`src/rtl/instr_encoder.sv`:
```
// RV32I instruction word assembler and sequential IMEM program loader.
// Scatters a 32-bit immediate into per-format bit positions (inverse of the immediate extender).
module instr_encoder #(
  parameter int                    ADDR_WIDTH = 32,
  parameter logic [ADDR_WIDTH-1:0] BASE_ADDR  = '0,
  parameter int                    MAX_WORDS  = 1024,
  localparam int                   CW         = $clog2(MAX_WORDS + 1)
) (
  input  logic                  clk,
  input  logic                  reset,
  input  logic                  start,
  input  logic                  in_valid,
  output logic                  in_ready,
  input  logic                  in_last,
  input  logic [2:0]            in_fmt,
  input  logic [6:0]            in_opcode,
  input  logic [4:0]            in_rd,
  input  logic [2:0]            in_funct3,
  input  logic [4:0]            in_rs1,
  input  logic [4:0]            in_rs2,
  input  logic [6:0]            in_funct7,
  input  logic [31:0]           in_imm,
  output logic                  imem_we,
  output logic [ADDR_WIDTH-1:0] imem_addr,
  output logic [31:0]           imem_wdata,
  output logic                  busy,
  output logic                  done,
  output logic                  err,
  output logic [1:0]            err_code,
  output logic [CW-1:0]         count
);

  // state | meaning
  // IDLE  | after reset, waiting for start
  // LOAD  | accepting requests, writing encoded words
  // DONE  | session ended normally (in_last or MAX_WORDS reached)
  // ERROR | session aborted on a bad request, err_code holds the cause
  typedef enum logic [1:0] {IDLE, LOAD, DONE, ERROR} state_t;

  localparam logic [2:0] FMT_I = 3'd0, FMT_S = 3'd1, FMT_B = 3'd2,
                         FMT_J = 3'd3, FMT_U = 3'd4, FMT_R = 3'd5;

  state_t                state, state_nxt;
  logic [ADDR_WIDTH-1:0] next_addr;
  logic [31:0]           enc;
  logic [1:0]            code;
  logic                  xfer, last_word;
  logic                  fits12, fits13, fits21;

  assign xfer      = in_valid && (state == LOAD);
  assign last_word = in_last || (count == CW'(MAX_WORDS - 1));

  // Sign-extension checks: every bit above the field's sign bit must match it.
  assign fits12 = (in_imm[31:11] == {21{in_imm[11]}});
  assign fits13 = (in_imm[31:12] == {20{in_imm[12]}});
  assign fits21 = (in_imm[31:20] == {12{in_imm[20]}});

  always_comb begin
    enc  = '0;
    code = 2'b00;
    case (in_fmt)
      FMT_I: begin
        enc = {in_imm[11:0], in_rs1, in_funct3, in_rd, in_opcode};
        if (!fits12) code = 2'b01;
      end
      FMT_S: begin
        enc = {in_imm[11:5], in_rs2, in_rs1, in_funct3, in_imm[4:0], in_opcode};
        if (!fits12) code = 2'b01;
      end
      FMT_B: begin
        enc = {in_imm[12], in_imm[10:5], in_rs2, in_rs1, in_funct3,
               in_imm[4:1], in_imm[11], in_opcode};
        if (in_imm[0])    code = 2'b10;
        else if (!fits13) code = 2'b01;
      end
      FMT_J: begin
        enc = {in_imm[20], in_imm[10:1], in_imm[11], in_imm[19:12], in_rd, in_opcode};
        if (in_imm[0])    code = 2'b10;
        else if (!fits21) code = 2'b01;
      end
      FMT_U: begin
        enc = {in_imm[31:12], in_rd, in_opcode};
        if (in_imm[11:0] != 12'd0) code = 2'b10;
      end
      FMT_R: begin
        enc = {in_funct7, in_rs2, in_rs1, in_funct3, in_rd, in_opcode};
      end
      default: code = 2'b11;
    endcase
  end

  always_ff @(posedge clk) begin
    if (reset) state <= IDLE;
    else       state <= state_nxt;
  end

  always_comb begin
    state_nxt = state;
    case (state)
      IDLE:        if (start) state_nxt = LOAD;
      LOAD: begin
        if (xfer) begin
          if (code != 2'b00) state_nxt = ERROR;
          else if (last_word) state_nxt = DONE;
        end
      end
      DONE, ERROR: if (start) state_nxt = LOAD;
      default:     state_nxt = IDLE;
    endcase
  end

  always_comb begin
    in_ready = (state == LOAD);
    busy     = (state == LOAD);
    done     = (state == DONE);
    err      = (state == ERROR);
  end

  always_ff @(posedge clk) begin
    if (reset) begin
      imem_we    <= 1'b0;
      imem_addr  <= '0;
      imem_wdata <= '0;
      next_addr  <= '0;
      count      <= '0;
      err_code   <= 2'b00;
    end else begin
      imem_we <= 1'b0;
      if (state != LOAD && start) begin
        next_addr <= BASE_ADDR;
        count     <= '0;
        err_code  <= 2'b00;
      end else if (xfer) begin
        if (code != 2'b00) begin
          err_code <= code;
        end else begin
          imem_we    <= 1'b1;
          imem_addr  <= next_addr;
          imem_wdata <= enc;
          next_addr  <= next_addr + ADDR_WIDTH'(4);
          count      <= count + CW'(1);
        end
      end
    end
  end

endmodule
```
`config.mk`:
```
export PLATFORM = sky130hd
export DESIGN_NAME = instr_encoder
export DESIGN_NICKNAME = d
export VERILOG_FILES = /design/src/rtl/instr_encoder.sv
export SDC_FILE = /design/constraint.sdc
export NUM_CORES = 1
export LEC_CHECK = 0
export CAP_MARGIN = 30
export CORE_MARGIN = 2
export CORE_UTILIZATION = 40
export CTS_BUF_LIST = sky130_fd_sc_hd__clkbuf_4 sky130_fd_sc_hd__clkbuf_8 sky130_fd_sc_hd__clkbuf_16
export CTS_CLUSTER_SIZE = 10
export DETAILED_ROUTE_END_ITERATION = 12
export GPL_TIMING_DRIVEN = 0
export PLACE_DENSITY = 0.69
export SLEW_MARGIN = 30
export SYNTH_ARGS = -nofsm -noshare
export SYNTH_HDL_FRONTEND = slang
export SYNTH_SLANG_ARGS = --single-unit
```
`constraint.sdc`:
```
create_clock -name clk -period 3 [get_ports clk]
set_input_delay 0.3 -clock clk [delete_from_list [all_inputs] [get_ports clk]]
set_output_delay 0.3 -clock clk [all_outputs]
set_load 0.02 [all_outputs]
```
==> impl_metrics.yaml <==
outcome:
  status: "complete, no violations"
setup_path:
  criticalPathCategory: "in -> reg"
  end_kind: "register"
  cp.arrival_ns: 3.20
  required_ns: 3.25
  start_kind: "input pin"
  cp_max_fo: 10
clock_tree:
  clk_path_buf_depth: 2
  tritoncts: "yes"
  clk_latency_ns: 0.36
  cts-hold-fix-buffers: 0
  cts_made_buffers: 9
  cts_sinks: 108
  clk_pin_slew_ns: 0.07
  htree_levels: 3
  cts-root-buf: "clkbuf_16"
final_layout:
  drive_gt1_share_pct: 8.91
  nets: 922
  antenna_cells: 0
  design_area_um2: 7520
  area_growth_pct: 41.8
drt:
  post-route-drc-count: 0
  detail-route-antenna-nets: 0
  via_per_inst: 5.54
  drt-total-wl_mm: 17.7
  vias: 5699
  drt_iter0_markers: 354
  wl_per_cell_um: 17.2
  drt_pass1_iterations: 6
sta:
  min_period_over_period_pct: 98.2
  hold_viol_final: 0
  min_period_ns: 2.95
  fmax_ghz: 0.339
  slew_headroom_pct: 55.7
  finalSetupViolCount: 0
  maxSlewViolCount: 0
  rsz0062_at_grt: "yes"
  tightest_slew_ns: 0.665
  tns_ns: 0
  finalClockSkew_ns: 0.00919
hold_path:
  min_path_type: "reg -> reg"
placed_design:
  place_area_um2: 7020
  numPortBuffers: 149
  dp_hpwl_mm: 13.4
  place.gp.congestion: 1.01
floorplan:
  fp.dieW_um: 119
  fp.dieArea_um2: 14200
  dieHeight_um: 119
  row_count: 42
  io_pins: 154
  start_util_pct: 40.5
  coreArea_um2: 13100
logic_synthesis:
  avgSynthCellArea_um2: 7.81
  ys.flop_type: "dfxtp_1"
  netlist.area_leader.share_pct: 40.8
  ys_types: 52
  ys_warn_count: 0
  yosys-top-cells-area: "dfxtp_1 41%, a21oi_1 6.7%, nand2_1 6.4%"
  synth_edf_count: 0
  synth-seq-cells: 108
  yosysMostFrequentCell: "dfxtp_1"
  yosysTopAreaCell: "dfxtp_1"
  synthTopCellsByCount: "108 x dfxtp_1, 91 x nand2_1, 77 x nor2_1, 71 x a21oi_1, 39 x clkbuf_1"
  synth_area_um2: 5300
  ys_seq_area_share_pct: 40.8
  async_flop_share_pct: 0
  synthCells: 679
power_and_ir_drop:
  power_frac_seq_pct: 46.8
  intPower_mw: 2.32
  p_leak_nw: 2.51
  peakVddDrop_mv: 0.229
  swShare_pct: 25.5
  clkPwrFrac_pct: 39.5
  powerDensity_nw_per_um2: 414
  p_comb_share_pct: 13.7
  p_sw_mw: 0.795
global_routing:
  antenna_found_initial: 0
  grt_max_degree: 18
  gr-usage-met3_pct: 4.17
  grt_usage_pct: 24.6
  grt.met2_usage_pct: 39.5
  overflow: 0
  grt_pass1_wl_mm: 27.9
  use_met1_pct: 33.3
  busiest_layer: "met2"
  grt_pass1_vias: 5505
flow_run:
  maxCapViolCount: 0
-- cell usage in the layout, fill, tap and decap left out, drive strengths merged, types with 3 or more instances in the layout --
| cell type | n |
|---|---|
| o21ai | 10 |
| or3 | 5 |
| xor2 | 7 |
| a221oi | 7 |
| inv | 11 |
| and2 | 3 |
| nor3 | 38 |
| nand3 | 27 |
| mux2i | 5 |
| and3 | 10 |
| dlygate4sd2 | 8 |
| a31o | 3 |
| nor2b | 14 |
| a211oi | 12 |
| o21a | 6 |
| buf | 21 |
| a21oi | 71 |
| a21o | 3 |
| or4 | 8 |
| clkdlybuf4s50 | 137 |
| mux2 | 8 |
| a22oi | 14 |
| nor2 | 77 |
| o22ai | 13 |
| nor4 | 15 |
| nand2 | 91 |
| dfxtp | 108 |
| clkbuf | 50 |
| and4 | 7 |
| nand4 | 15 |
| xnor2 | 18 |
-- logic make-up (layout without fill, tap and decap cells) --
| kind of cell | Yosys count | count (layout) | share of synthesized area, % |
|---|---|---|---|
| AOI/OAI and AO/OA | 150 | 150 | 17.6 |
| other | 1 | 2 | 0.0708 |
| buffers and inverters | 61 | 234 | 4.70 |
| adders and majority gates | 2 | 2 | 0.472 |
| xor gates and xnor gates | 25 | 25 | 4.13 |
| muxes | 13 | 13 | 2.64 |
| and+or+nand+nor | 319 | 319 | 29.6 |
| DFF | 108 | 108 | 40.8 |
-- final timing paths --
| kind | from | slack (ns) | endpoint | cells past startpoint |
|---|---|---|---|---|
| worst max-delay path | in_imm[18] | 0.05 | next_addr[31]$_SDFFE_PP0P_ | 10 |
| worst min-delay path | imem_addr[31]$_SDFFE_PP0P_ | 0.46 | imem_addr[31]$_SDFFE_PP0P_ | 2 |
| worst max register to register | state[1]$_SDFFE_PP0P_ | 0.57 | count[5]$_SDFFE_PP0P_ | 8 |
| worst min register to register | imem_addr[31]$_SDFFE_PP0P_ | 0.46 | imem_addr[31]$_SDFFE_PP0P_ | 2 |
-- cell type report --
class                           instances  area, um2
Clock buffer                           11        246
Inverter                               10       37.5
Tap cell                              176        220
Timing Repair Buffer                  157       1540
Multi-Input combinational cell        511       3010
Buffer                                 51        243
Fill cell                            1195       5570
Clock inverter                          5       58.8
Sequential cell                       108       2160
-- worst max-delay path: stages --
cell and delay (ns):
dlygate4sd2_1 0.28, or4_4 0.53, or4_4 0.42, a222oi_1 0.35, o22ai_2 0.24, buf_4 0.20
nor4_4 0.33, buf_4 0.24, a31oi_1 0.11, a41o_1 0.21
-- power by group through the flow --
| stage | clock [mW] | sequential [mW] | combinational [mW] |
|---|---|---|---|
| detailed placement | 0 | 1.49 | 0.403 |
| finish | 1.23 | 1.46 | 0.427 |
| floorplan | 0 | 1.50 | 0.181 |
| CTS | 1.24 | 1.46 | 0.413 |
| global placement | 0 | 1.49 | 0.396 |
| global route | 1.30 | 1.46 | 0.455 |
-- timing repair --
action | 4_1_cts | 5_1_grt
gates resized for setup | 34 | 25
setup buffers | 2 | 5
setup endpoints to repair | 103 | 72
pin swaps | 7 | 9
gates cloned | 1 | 0
-- per-stage QoR --
| step | hold slack [ns] | cells | setup slack [ns] | power [mW] | util, % |
|---|---|---|---|---|---|
| after floorplan | 0.441 | 680 | 0.209 | 1.68 | - |
| after global placement | 0.441 | 1005 | -0.814 | 1.89 | 53.6 |
| after detailed placement | 0.448 | 1005 | -0.890 | 1.89 | 53.6 |
| after CTS | 0.457 | 1024 | 0.0296 | 3.12 | 56.8 |
| after global routing | 0.473 | 1029 | -0.0412 | 3.22 | 57.4 |
| final | 0.456 | 1029 | 0.0538 | 3.11 | 57.4 |
-- layer usage --
layer / wire length [um] / vias to the layer above / part of all wire (%)
met2: 8180 / 187 / 46
met5: 0 / - / 0
met4: 407 / 0 / 2.3
met1: 8250 / 2723 / 46
met3: 905 / 33 / 5.1
li1: - / 2756 / -
-- registers in the layout, indices dropped and copies added (netlist names) --
signal and count:
count 11, imem_wdata 32, err_code 2, next_addr 30, state 2, imem_we 1
imem_addr 30
Note: power is estimated with default switching activity, not from simulation.
